[config.mk]
export PLATFORM = sky130hd
export DESIGN_NAME = snake_head_ctrl
export DESIGN_NICKNAME = d
export VERILOG_FILES = /design/src/rtl/snake_head_ctrl.sv
export SDC_FILE = /design/constraint.sdc
export NUM_CORES = 1
export LEC_CHECK = 0
export ABC_CLOCK_PERIOD_IN_PS = 6570
export CAP_MARGIN = 20
export CELL_PAD_IN_SITES_DETAIL_PLACEMENT = 0
export CELL_PAD_IN_SITES_GLOBAL_PLACEMENT = 1
export CORE_MARGIN = 2
export CORE_UTILIZATION = 50
export DETAILED_ROUTE_END_ITERATION = 6
export PLACE_DENSITY_LB_ADDON = 0.2
export RECOVER_POWER = 100
export SLEW_MARGIN = 20
export SYNTH_ARGS = -nofsm -noshare
export SYNTH_HDL_FRONTEND = slang
export SYNTH_SLANG_ARGS = --single-unit
[constraint.sdc]
create_clock -name clk -period 6.57 [get_ports clk]
set_clock_uncertainty 0.2 [all_clocks]
set_input_delay 0.657 -clock clk [delete_from_list [all_inputs] [get_ports clk]]
set_output_delay 0.657 -clock clk [all_outputs]
set_load 0.05 [all_outputs]
[src/rtl/snake_head_ctrl.sv]
// snake_head_ctrl: snake movement engine.
// Steps the head one cell per move tick, keeps the last MAX_LEN head
// positions for the body renderer, and flags wall/self collisions.
module snake_head_ctrl #(
  parameter int GRID_W   = 64,
  parameter int GRID_H   = 48,
  parameter int START_X  = 10,
  parameter int START_Y  = 10,
  parameter int TICK_DIV = 5_000_000,
  parameter int MAX_LEN  = 16
) (
  input  logic       clk,
  input  logic       reset,
  input  logic       start,
  input  logic [3:0] dir_req,
  input  logic [3:0] score,
  input  logic [3:0] seg_idx,
  output logic [6:0] head_x,
  output logic [5:0] head_y,
  output logic       move_strobe,
  output logic       game_over,
  output logic [6:0] seg_x,
  output logic [5:0] seg_y,
  output logic       seg_valid
);

  localparam int CW = (TICK_DIV > 2) ? $clog2(TICK_DIV) : 1;
  localparam int IW = (MAX_LEN > 1) ? $clog2(MAX_LEN) : 1;

  localparam logic [1:0] S_IDLE = 2'd0;
  localparam logic [1:0] S_RUN  = 2'd1;
  localparam logic [1:0] S_OVER = 2'd2;

  // one-hot {up,down,left,right}
  localparam logic [3:0] D_UP    = 4'b1000;
  localparam logic [3:0] D_DOWN  = 4'b0100;
  localparam logic [3:0] D_LEFT  = 4'b0010;
  localparam logic [3:0] D_RIGHT = 4'b0001;

  typedef struct packed {
    logic [6:0] x;
    logic [5:0] y;
  } pos_t;

  localparam pos_t START_POS = {7'(START_X), 6'(START_Y)};

  logic [1:0]    state;
  logic [CW-1:0] cnt;
  logic [3:0]    dir;
  logic [3:0]    pending;
  pos_t          hist [MAX_LEN];

  logic       run;
  logic       tc;
  logic [4:0] len;
  logic [4:0] score_p1;
  logic       req_onehot;
  logic [3:0] ref_dir;
  logic [3:0] ref_rev;
  logic       accept;
  pos_t       cur;
  pos_t       nxt;
  logic       wall_hit;
  logic       self_hit;
  logic       collide;
  pos_t       seg_pos;

  assign run = (state == S_RUN);
  assign tc  = run && (cnt == CW'(TICK_DIV - 1));

  // live body length, saturated at the history depth
  assign score_p1 = {1'b0, score} + 5'd1;
  assign len      = (score_p1 > 5'(MAX_LEN)) ? 5'(MAX_LEN) : score_p1;

  // At TC the pending direction becomes the committed one, so a same-cycle
  // request is screened against that to avoid a 180-degree turn next step.
  assign req_onehot = (dir_req != 4'd0) && ((dir_req & (dir_req - 4'd1)) == 4'd0);
  assign ref_dir    = tc ? pending : dir;
  assign ref_rev    = {ref_dir[2], ref_dir[3], ref_dir[0], ref_dir[1]};
  assign accept     = run && req_onehot && (dir_req != ref_rev);

  assign cur = hist[0];

  // next head position from the direction being committed, with wall check
  always_comb begin
    nxt      = cur;
    wall_hit = 1'b0;
    case (pending)
      D_UP:    if (cur.y == 6'd0)              wall_hit = 1'b1; else nxt.y = cur.y - 6'd1;
      D_DOWN:  if (cur.y == 6'(GRID_H - 1))    wall_hit = 1'b1; else nxt.y = cur.y + 6'd1;
      D_LEFT:  if (cur.x == 7'd0)              wall_hit = 1'b1; else nxt.x = cur.x - 7'd1;
      D_RIGHT: if (cur.x == 7'(GRID_W - 1))    wall_hit = 1'b1; else nxt.x = cur.x + 7'd1;
      default: wall_hit = 1'b0;
    endcase
  end

  // self collision against the body cells that remain after this step (0..len-2)
  always_comb begin
    self_hit = 1'b0;
    for (int k = 0; k < MAX_LEN - 1; k++) begin
      if ((k + 2 <= int'(len)) && (hist[k] == nxt)) self_hit = 1'b1;
    end
  end

  assign collide = wall_hit | self_hit;

  // game state and move-tick counter
  always_ff @(posedge clk or negedge reset) begin
    if (!reset) begin
      state <= S_IDLE;
      cnt   <= '0;
    end else begin
      case (state)
        S_IDLE: if (start) begin
          state <= S_RUN;
          cnt   <= '0;
        end
        S_RUN: begin
          cnt <= tc ? '0 : cnt + 1'b1;
          if (tc && collide) state <= S_OVER;
        end
        S_OVER: if (start) begin
          state <= S_RUN;
          cnt   <= '0;
        end
        default: state <= S_IDLE;
      endcase
    end
  end

  // direction: latest legal request goes to pending, committed at TC
  always_ff @(posedge clk or negedge reset) begin
    if (!reset) begin
      dir     <= D_RIGHT;
      pending <= D_RIGHT;
    end else if (state == S_OVER && start) begin
      dir     <= D_RIGHT;
      pending <= D_RIGHT;
    end else if (run) begin
      if (tc)     dir     <= pending;
      if (accept) pending <= dir_req;
    end
  end

  // head history shift register; frozen on collision
  always_ff @(posedge clk or negedge reset) begin
    if (!reset) begin
      for (int i = 0; i < MAX_LEN; i++) hist[i] <= START_POS;
    end else if (state == S_OVER && start) begin
      for (int i = 0; i < MAX_LEN; i++) hist[i] <= START_POS;
    end else if (tc && !collide) begin
      for (int i = 1; i < MAX_LEN; i++) hist[i] <= hist[i-1];
      hist[0] <= nxt;
    end
  end

  // one-cycle pulse alongside each new head value
  always_ff @(posedge clk or negedge reset) begin
    if (!reset) move_strobe <= 1'b0;
    else        move_strobe <= tc && !collide;
  end

  assign head_x    = cur.x;
  assign head_y    = cur.y;
  assign game_over = (state == S_OVER);

  // segment read port
  assign seg_pos   = (int'(seg_idx) < MAX_LEN) ? hist[seg_idx[IW-1:0]] : hist[0];
  assign seg_x     = seg_pos.x;
  assign seg_y     = seg_pos.y;
  assign seg_valid = ({1'b0, seg_idx} < len);

endmodule
==> flow_summary.json, run 1 <==
{
  "drtIter0Drc": 1640,
  "coreArea_sq_mm": 0.03429,
  "synth_area_sq_mm": 0.01724,
  "syn_area_per_cell_sq_um": 9.740,
  "cts-resized-gates": 0,
  "cts_setup_buffers": 0,
  "period_share": 0.9153,
  "grt_usage": 0.3679,
  "grt_pass1_wl_um": 97400,
  "setup_viol": 0,
  "vias_per_cell": 6.588,
  "endpoint_kind": "register",
  "cts_buffer_depth": 3,
  "num_rows": 68,
  "violations": "capacitance limit, slew limit",
  "wl_met2_um": 28490,
  "synth-main-ff-cell": "dfrtp_1",
  "drt_pre_antenna_iters": 6,
  "min_period_ps": 6013,
  "max_stage_delay_ps": 1000,
  "crit_slowest_cell": "nor4_1",
  "synth_top_area_cell": "dfrtp_1",
  "synth.area.top_cells": "dfrtp_1 (26%), mux2i_1 (12%), dfstp_2 (10%), mux4_2 (8.5%), nor2_1 (4.7%)",
  "drtAntennaViolNets": 0,
  "fmax_mhz": 166.3,
  "cts_tree": "done",
  "hpwl_um": 48600,
  "syn2layout_area_growth_pct": 9.558,
  "ioPinCount": 44,
  "power_density_mw_per_mm2": 207.5,
  "place_congestion": 1.024,
  "grt-ovfl-total": 0,
  "multi_input_area_sq_mm": 0.01018,
  "yosys.cell_count.top_type": "nor2_1",
  "grt_max_degree": 130,
  "dp.cells": 2168,
  "yosys-top-cells-count": "nor2_1 (215), mux2i_1 (203), dfrtp_1 (176), nand2_1 (148), clkbuf_1 (83)",
  "syn_nets": 1797,
  "power_leakage_nw": 9.644,
  "status": "finished, violations left",
  "cp_max_fo": 65,
  "cts_sinks": 242,
  "synthesis.instances": 1770,
  "relSlewSlack": -0.9605,
  "ys_seq_area_frac": 0.3560,
  "n_antenna_cell": 0,
  "async_flop_share": 1.000,
  "max_slew.worst_pin.slew_ps": 2941,
  "crit_chain": "nor4_1 -> a21oi_2 -> a221oi_2 -> buf_4 -> xor2_1 -> o21ai_0 -> a2111o_1 -> or4_1 -> nand4_1 -> or4b_1 -> buf_12 -> mux2i_1 -> nor2_1",
  "clk_pin_slew_ps": 70,
  "vias": 14640,
  "die_w_um": 189.7,
  "cts_buffers": 29,
  "rsz0062_at_grt": "false",
  "critPathKind": "reg -> reg",
  "top_layer_used": "met5",
  "antenna_found_initial": 2,
  "hold_viol": 0,
  "start_util": 0.5028,
  "fill_cells": 3050,
  "drt-total-wl_um": 65550,
  "drt-met1-wl_um": 28980,
  "fin_setup_tns_ps": 0,
  "die_area_sq_mm": 0.03598,
  "cts-hold-fix-buffers": 1,
  "final_layout_size_suffix_gt1_frac": 0.1500,
  "htreeDepth": 1,
  "wl_met3_um": 4881,
  "grt_pass1_vias": 13890,
  "wl_per_cell_um": 29.50,
  "drv_slew": 293,
  "synth_top_area_frac": 0.2555,
  "regArea_sq_mm": 0.006138,
  "hold_path.class": "reg -> reg",
  "final_cells": 2222,
  "cp.required_ps": 6810,
  "ir_drop_mv": 0.1965,
  "synth_warnings": 0,
  "start_kind": "register",
  "synth_seq_cells": 242,
  "post-route-drc-count": 0,
  "synth.distinct_cells": 94,
  "worst_skew_pair.late_latency_ps": 600,
  "cts-root-buf": "clkbuf_16",
  "numPortBuffers": 43,
  "synth-edff-count": 0,
  "nets": 1772,
  "die_h_um": 189.7,
  "drv_cap": 3,
  "arrival_ps": 6250
}
## cells in the final DEF (no fill, tap or decap), types with 28 or more instances in the layout
cell type	netlist	final
dfrtp_1	176	176
xor2_1	47	47
clkbuf_16	0	29
xnor2_1	76	76
nand3_1	42	42
dlygate4sd3_1	0	28
nand2_1	148	147
o21ai_0	75	74
buf_4	15	40
inv_1	29	30
dfstp_2	66	66
mux2i_1	203	203
a21oi_1	52	52
nor3_1	29	30
mux4_2	65	65
nor2_1	215	215
nand4_1	28	28
## cells by family after synthesis
logic type,count (synthesis),synth area share
and+or+nand+nor,610,0.1727
AOI/OAI and AO/OA,320,0.1293
muxes,270,0.2041
DFF,242,0.3560
buffers and inverters,183,0.05501
xor gates and xnor gates,132,0.07352
adders and majority gates,13,0.009289
## cell type report
cell class / count / area share
Multi-Input combinational cell: 1345 / 0.5392
Sequential cell: 242 / 0.3250
Timing Repair Buffer: 96 / 0.04617
Clock buffer: 44 / 0.04564
Tap cell: 455 / 0.03014
Clock inverter: 9 / 0.007684
Inverter: 31 / 0.006161
## worst max-delay path, delay by kind of cell, from the launching register on
kind	cells	cell delay, ps
xor+xnor	1	430
simple gates	5	2120
flops	1	480
compound gates	4	1530
mux	1	250
buf+inv	2	750
## final timing paths
kind	startpoint	to	slack (ps)	cells after the start
max	head_x[3]$_DFFE_PN1P_	head_x[6]$_DFFE_PN0P_	560	13
min	hist[2]$_DFFE_PN0P_	hist[2]$_DFFE_PN0P_	300	1
max reg2reg	head_x[3]$_DFFE_PN1P_	head_x[6]$_DFFE_PN0P_	560	13
min reg2reg	hist[2]$_DFFE_PN0P_	hist[2]$_DFFE_PN0P_	300	1
max in group asynchronous	reset	hist[62]$_DFFE_PN0P_	1690	3
min in group asynchronous	reset	dir[3]$_DFFE_PN0P_	1260	2
## through the flow
| stage | hold slack, ps | util | setup slack, ps | power, mW | area (sq um) |
|---|---|---|---|---|---|
| after floorplan | 161.4 | - | 1999 | 1.929 | 17240 |
| after global placement | 284.5 | 0.5227 | 964.8 | 2.211 | 17920 |
| after detailed placement | 285.6 | 0.5227 | 983.6 | 2.205 | 17920 |
| after CTS | 298.5 | 0.5524 | 934.1 | 3.921 | 18940 |
| after global routing | 313.5 | 0.5509 | 369.5 | 4.026 | 18890 |
| final | 295.7 | 0.5509 | 556.8 | 3.919 | 18890 |
## state kept, by name, summed over array words and instances (netlist names)
signal,cells
cnt,23
hist,195
state,2
head_y,6
head_x,7
dir,4
pending,4
move_strobe,1
## metal layers
metal	track usage	up-vias
met4	0.1473	2
met3	0.05294	158
met1	0.5423	7405
met5	0	-
li1	-	6434
met2	0.5459	639
## where the power goes
group | total (mW) | switching (mW) | internal, mW | leakage (nW)
Combinational | 0.684 | 0.474 | 0.211 | 6.05
Clock | 1.72 | 0.691 | 1.03 | 0.497
Sequential | 1.52 | 0.0189 | 1.50 | 3.09
Total | 3.92 | 1.18 | 2.74 | 9.64
Power figures use the tool's default switching activity.
==> run 2: changes to the inputs <==
CAP_MARGIN = unset   (was 20)
==> results of run 2 <==
Final layout, timing and power as in run 1 (identical DEF).
